==> config.mk <==
export PLATFORM = sky130hd
export DESIGN_NAME = mem_port_arbiter
export DESIGN_NICKNAME = d
export VERILOG_FILES = /design/src/rtl/mem_arb_pkg.sv /design/src/rtl/mem_arb_select.sv /design/src/rtl/mem_port_arbiter.sv
export SDC_FILE = /design/constraint.sdc
export NUM_CORES = 1
export LEC_CHECK = 0
export ABC_AREA = 1
export CORE_ASPECT_RATIO = 1.5
export CORE_MARGIN = 2
export CORE_UTILIZATION = 41
export CTS_CLUSTER_DIAMETER = 120
export DETAILED_ROUTE_END_ITERATION = 16
export PLACE_DENSITY = 0.85
export REMOVE_ABC_BUFFERS = 1
export SKIP_CTS_REPAIR_TIMING = 1
export SLEW_MARGIN = 20
export SYNTH_ARGS = -nofsm -noshare
export SYNTH_HDL_FRONTEND = slang
export SYNTH_SLANG_ARGS = --single-unit
==> constraint.sdc <==
create_clock -name clk -period 1.95 [get_ports clk]
set_input_delay 0.2925 -clock clk [delete_from_list [all_inputs] [get_ports clk]]
set_output_delay 0.2925 -clock clk [all_outputs]
set_load 0.03 [all_outputs]
==> src/rtl/mem_arb_pkg.sv <==
// Shared encodings and sizing helpers for the memory port arbiter.
package mem_arb_pkg;

    typedef enum logic {
        ST_IDLE   = 1'b0,
        ST_ACCESS = 1'b1
    } arb_state_t;

    typedef enum logic {
        OWN_IF = 1'b0,
        OWN_D  = 1'b1
    } arb_owner_t;

    // Bit width needed to hold values 0..n-1, never less than one bit.
    function automatic int unsigned width_for(input int unsigned n);
        return (n > 1) ? $clog2(n) : 1;
    endfunction

endpackage

==> src/rtl/mem_arb_select.sv <==
// Winner selection between fetch and data requests, with a data streak
// limiter so a steady data stream cannot starve instruction fetch.
module mem_arb_select
    import mem_arb_pkg::*;
#(
    parameter int unsigned MAX_DSTREAK = 4
) (
    input  logic clk,
    input  logic rst,
    input  logic idle,
    input  logic if_req,
    input  logic d_req,
    output logic if_gnt,
    output logic d_gnt
);

    localparam int unsigned SW = width_for(MAX_DSTREAK + 1);
    localparam logic [SW-1:0] STREAK_MAX = SW'(MAX_DSTREAK);

    logic [SW-1:0] streak;

    // Data wins unless fetch is waiting and data has used up its streak.
    always_comb begin
        if_gnt = 1'b0;
        d_gnt  = 1'b0;
        if (idle) begin
            if (d_req && !(if_req && (streak == STREAK_MAX))) begin
                d_gnt = 1'b1;
            end else if (if_req) begin
                if_gnt = 1'b1;
            end
        end
    end

    // Count data grants taken while fetch waits; clear once fetch is served or gone.
    always_ff @(posedge clk) begin
        if (rst) begin
            streak <= '0;
        end else if (if_gnt || !if_req) begin
            streak <= '0;
        end else if (d_gnt && (streak != STREAK_MAX)) begin
            streak <= streak + SW'(1);
        end
    end

endmodule

==> src/rtl/mem_port_arbiter.sv <==
// Shares a single-ported memory between the CPU fetch and data ports.
// One access at a time, strobes held MEM_LAT cycles, one-cycle rvalid pulse.
module mem_port_arbiter
    import mem_arb_pkg::*;
#(
    parameter int unsigned AW          = 32,
    parameter int unsigned DW          = 32,
    parameter int unsigned MEM_LAT     = 1,
    parameter int unsigned MAX_DSTREAK = 4
) (
    input  logic          clk,
    input  logic          rst,
    input  logic          if_req,
    input  logic [AW-1:0] if_addr,
    output logic          if_gnt,
    output logic [DW-1:0] if_rdata,
    output logic          if_rvalid,
    input  logic          d_req,
    input  logic          d_we,
    input  logic [AW-1:0] d_addr,
    input  logic [DW-1:0] d_wdata,
    output logic          d_gnt,
    output logic [DW-1:0] d_rdata,
    output logic          d_rvalid,
    output logic [AW-1:0] mem_addr,
    output logic [DW-1:0] mem_wdata,
    output logic          mem_read,
    output logic          mem_write,
    input  logic [DW-1:0] mem_rdata
);

    localparam int unsigned CW = width_for(MEM_LAT);
    localparam logic [CW-1:0] CNT_LOAD = CW'(MEM_LAT - 1);

    arb_state_t    state;
    arb_state_t    state_nxt;
    arb_owner_t    owner;
    logic [CW-1:0] cnt;
    logic          idle_c;
    logic          accept_c;
    logic          done_c;

    // Grants are only offered from IDLE and never while reset is asserted.
    assign idle_c = (state == ST_IDLE) && !rst;

    mem_arb_select #(
        .MAX_DSTREAK (MAX_DSTREAK)
    ) u_select (
        .clk    (clk),
        .rst    (rst),
        .idle   (idle_c),
        .if_req (if_req),
        .d_req  (d_req),
        .if_gnt (if_gnt),
        .d_gnt  (d_gnt)
    );

    // State register.
    always_ff @(posedge clk) begin
        if (rst) begin
            state <= ST_IDLE;
        end else begin
            state <= state_nxt;
        end
    end

    // Next state: enter ACCESS on a grant, leave when the latency count runs out.
    always_comb begin
        state_nxt = state;
        accept_c  = 1'b0;
        done_c    = 1'b0;
        case (state)
            ST_IDLE: begin
                if (if_gnt || d_gnt) begin
                    accept_c  = 1'b1;
                    state_nxt = ST_ACCESS;
                end
            end
            ST_ACCESS: begin
                if (cnt == '0) begin
                    done_c    = 1'b1;
                    state_nxt = ST_IDLE;
                end
            end
            default: state_nxt = ST_IDLE;
        endcase
    end

    // Access latches, memory strobes and latency counter.
    always_ff @(posedge clk) begin
        if (rst) begin
            owner     <= OWN_IF;
            cnt       <= '0;
            mem_addr  <= '0;
            mem_wdata <= '0;
            mem_read  <= 1'b0;
            mem_write <= 1'b0;
        end else if (accept_c) begin
            owner     <= d_gnt ? OWN_D : OWN_IF;
            cnt       <= CNT_LOAD;
            mem_addr  <= d_gnt ? d_addr : if_addr;
            mem_wdata <= d_gnt ? d_wdata : mem_wdata;
            mem_read  <= !(d_gnt && d_we);
            mem_write <= d_gnt && d_we;
        end else if (done_c) begin
            mem_read  <= 1'b0;
            mem_write <= 1'b0;
        end else if ((state == ST_ACCESS) && (cnt != '0)) begin
            cnt <= cnt - CW'(1);
        end
    end

    // Completion: capture read data for the owner and pulse its rvalid.
    always_ff @(posedge clk) begin
        if (rst) begin
            if_rdata  <= '0;
            if_rvalid <= 1'b0;
            d_rdata   <= '0;
            d_rvalid  <= 1'b0;
        end else begin
            if_rvalid <= done_c && (owner == OWN_IF);
            d_rvalid  <= done_c && (owner == OWN_D);
            if (done_c && !mem_write) begin
                if (owner == OWN_IF) begin
                    if_rdata <= mem_rdata;
                end else begin
                    d_rdata <= mem_rdata;
                end
            end
        end
    end

endmodule

## Word level (Yosys, flattened, before mapping)

Cells that the tools add are included.

- Flip-flop bits (word level): 138
- Output and inout bits: 134

- Add/sub/neg operators: 2
- Equal/unequal tests: 2
- Mux-type cells: 16
- Bitwise gates (word level): 3
- Reduce and logical (&&, ||, !) cells: 23

Operators by type and width:

| operator | count |
|---|---|
| 32-bit two-way mux | 1 |
| 1-bit two-way mux | 14 |
| 1-bit logical AND | 9 |
| 2-bit AND reduction | 4 |
| 1-bit zero test | 5 |
| 2-bit OR reduction | 2 |
| 3-bit by 1-bit adder with 3-bit output (second input constant) | 1 |
| 3-bit == test (second input constant) | 1 |
| 3-bit != test (second input constant) | 1 |
| 1-bit NOT | 3 |
| 1-bit logical OR | 2 |
| 1-bit one-hot mux with 2 select lines | 1 |
| 2-bit nonzero test | 1 |
| 1-bit subtractor (second input constant) | 1 |

## Logic depth before layout (Yosys ltp)

- Depth in word-level cells: 10
- Gate-level depth with buffers: 10
- Depth with buffers taken out: 8

## Modules after synthesis

Synthesis repeated with hierarchy kept, for this count alone.

- Cell total of the unflattened synthesis: 837
- Area total of the unflattened synthesis: 5728.0 um^2

By module, submodules not included:

| module | instances | cells each | area each (um^2) | seq. area each (um^2) |
|---|---|---|---|---|
| mem_port_arbiter | 1 | 803 | 5516.5 | 2702.6 |
| mem_arb_select | 1 | 34 | 211.5 | 60.1 |

## Worst setup path before layout

Ideal clock, no wire load.

- Kind: reg2out
- Start point: register u_select.streak[0]
- End point: output d_gnt
- Arrival: 1.317 ns
- Slack: 0.341 ns
- Cell stages (with the launch flop): 8
- Cells stage by stage: dfxtp_1 inv_1 ha_1 nand3_2 nand3_2 buf_6 inv_2 buf_2

- Longest elaborated chain between the ends: 6

Ends and longest elaborated chain:

| what | RTL line | RTL |
|---|---|---|
| start: declaration | mem_arb_select.sv:20 | `logic [SW-1:0] streak;` |
| start signal: assignment | mem_arb_select.sv:42 | `streak <= streak + SW'(1);` |
| 3-bit == test | mem_arb_select.sv:27 | `if (d_req && !(if_req && (streak == STREAK_MAX))) begin` |
| 1-bit logical AND | mem_arb_select.sv:27 |  |
| 1-bit zero test | mem_arb_select.sv:27 |  |
| 1-bit logical AND | mem_arb_select.sv:27 |  |
| 1-bit two-way mux | mem_arb_select.sv:27 |  |
| 1-bit two-way mux | mem_arb_select.sv:26 | `if (idle) begin` |
| end: declaration | mem_port_arbiter.sv:22 | `output logic d_gnt,` |

Every way passes these cells.

## Worst setup path in the final report

Ends and elaborated chain as after synthesis.

==> impl_results.md <==
- Status: finished clean
- Die H: 148 um
- Crit start category: flip-flop
- Area growth syn-to-layout: 64.0%
- Final setup fails: 0
- Synth cell types: 23
- Rel. slew slack: 0.700
- Post-Layout Cell Count: 1259
- Pin count of the biggest net entering global routing: 49
- WS Path Type: reg2out
- Routed Wire Length: 18300 um
- Worst hold start: d_wdata[24]
- Number of buffers created by CTS: 17
- Core area: 13500 sq um
- Period Utilization, post-route: 0.963
- Pre-CTS setup slack: 0.113 ns
- CTS max path bufs: 2
- Row cnt: 52
- Initial DRC count: 205
- Power per cell area: 843 nW/um^2
- R2R Setup Slk: 0.32 ns
- Clock Sinks: 138
- Placer Congestion: 0.855
- Worst vdd ir: 0.000623 V
- Synth Register Bits: 138
- Vias per cell: 4.86
- Final Core Density: 0.687
- Syn_area_per_cell: 6.89 sq um
- Hold Crit Depth: 3
- Seq/Total Area, Yosys: 0.490
- Hold Path Sink: mem_wdata[24]
- Mapped Area: 5640 sq um
- Worst Path Arrival: 1.58 ns
- HP Class: in2reg
- Root Buffer: clkbuf_16
- TNS Setup: 0 ns
- Data required, critical path: 1.66 ns
- DP HPWL: 12800 um
- Post-DRT Antenna Nets: 0
- Mapped Cells: 818
- Clock Latency Late Sink: 0.41 ns
- Total grt overflow: 0
- Initial antenna violation count: 0
- Drt pass-1 iters: 5
- Num ports: 267
- Final min period: 1.88 ns
- R2R depth: 11
- Clock transition at the registers of the reported paths: 0.06 ns
- Via count: 6122
- R2r startpoint: u_select.streak[0]
- Sequential cell area: 2770 sq um
- Port bufs: 266
- Final Hold Vio Count: 0
- Slew Viols, Final: 0
- Die width: 99.8 um
- Worst-path fanout max: 7
- Drt wl/cell: 14.5 um
- Multi-input logic area: 2380 sq um
- Max-Cap Viols: 0
- Synth warn: 0
- Fin Clk Skew: 0.0127 ns
- Worst slew pin tran: 0.450 ns
- Critical Path End Type: output pin
- # H-tree levels: 4
- TritonCTS clock tree: yes
- Diode count: 0
- Static Leak: 0.00396 uW
- Overall Global Routing Usage: 0.242
- Fin worst setup slack: 0.0729 ns
- Layout Nets: 1219
- First-pass GRT wire length: 28400 um
- Fmax: 533 MHz
- Reg-to-reg endpoint: mem_addr[25]
- Starting Density: 0.419
- Die area: 14700 sq um
- Number of global-route vias before repair: 5699
- Share of cells above drive strength 1: 0.0729
- Dpl cells: 1219
- DRC: 0
- FILL cells: 1063
-- state kept, by name, summed over array words and instances, names as in the netlist --
name and cells:
d_rdata 32, if_rdata 32, mem_addr 32, mem_wdata 32
u_select.streak 3, cnt 1, d_rvalid 1, if_rvalid 1
mem_read 1, mem_write 1, owner 1, state 1
-- layout make-up --
type,instances,area share
Timing Repair Buffer,299,0.328
Sequential cell,138,0.299
Inverter,76,0.0309
Clock inverter,13,0.0143
Clock buffer,19,0.0490
Multi-Input combinational cell,552,0.257
Tap cell,162,0.0219
-- per-stage QoR --
step | area, sq um | hold WS, ns | power [uW]
3_5_place_dp | 8530 | 0.442 | 4670
3_3_place_gp | 8530 | 0.446 | 4650
4_1_cts | 9120 | 0.404 | 7830
5_1_grt | 9250 | 0.418 | 8140
2_1_floorplan | 5400 | 0.362 | 3850
6_report | 9250 | 0.420 | 7800
-- worst max-delay path by stage --
stage,cells past startpoint,endpoint,slack (ns),from
detailed placement,6,d_gnt,0.11,if_req
finish,7,d_gnt,0.07,u_select.streak[0]
floorplan,5,d_gnt,-0.81,u_select.streak[0]
global placement,6,d_gnt,0.11,if_req
CTS,7,d_gnt,-0.15,u_select.streak[0]
global route,7,d_gnt,-0.02,u_select.streak[0]
-- cell usage in the layout, fill, tap and decap left out, types with 4 or more instances in the layout --
| master | instances |
|---|---|
| dfxtp_1 | 136 |
| nand4_1 | 34 |
| buf_12 | 7 |
| nor2_1 | 257 |
| clkinvlp_4 | 4 |
| inv_6 | 5 |
| inv_1 | 72 |
| clkdlybuf4s50_1 | 264 |
| nand2_1 | 143 |
| clkbuf_16 | 19 |
| nand3_1 | 35 |
| o21ai_0 | 64 |
| buf_4 | 25 |
| a21oi_1 | 6 |
| inv_2 | 4 |
-- cell usage after synthesis, drive strengths merged --
master	number	area share
o31ai	1	0.0013
a21oi	6	0.0053
nand3	37	0.035
buf	30	0.028
ha	2	0.0044
nor2	259	0.17
dfxtp	138	0.49
nor3	2	0.0018
clkbuf	22	0.015
nand2	145	0.097
inv	76	0.051
xor2	1	0.0016
nand4	34	0.038
o21ai	64	0.057
o211ai	1	0.0013
-- logic make-up (layout without fill, tap and decap cells) --
| logic type | count (synthesis) | count (layout) | share of synthesized area |
|---|---|---|---|
| buffers and inverters | 128 | 407 | 0.0936 |
| AOI/OAI and AO/OA | 72 | 72 | 0.0648 |
| and+or+nand+nor | 477 | 477 | 0.346 |
| adders and majority gates | 2 | 2 | 0.00444 |
| xor gates and xnor gates | 1 | 1 | 0.00155 |
| DFF | 138 | 138 | 0.490 |
-- worst max-delay path: stages, from the launching register on --
cell,delay [ns]
dfxtp_2,0.34
inv_1,0.08
ha_4,0.17
nand3_4,0.10
nand3_4,0.11
buf_12,0.17
inv_2,0.08
buf_6,0.13
-- report_power, final --
part           total, uW  switching [uW]  internal [uW]  leakage [uW]
logic               1570             842            726       0.00255
clock network       3150            1290           1860      0.000276
registers           3080            88.7           2990       0.00113
total               7800            2230           5570       0.00396
-- routing by layer --
layer / GRT usage / vias up / part of all wire
met5: 0 / - / 0
li1: - / 3070 / -
met2: 0.427 / 260 / 0.51
met3: 0.0534 / 70 / 0.062
met4: 0.156 / 0 / 0.060
met1: 0.254 / 2722 / 0.37
(Power assumes the default switching activity.)
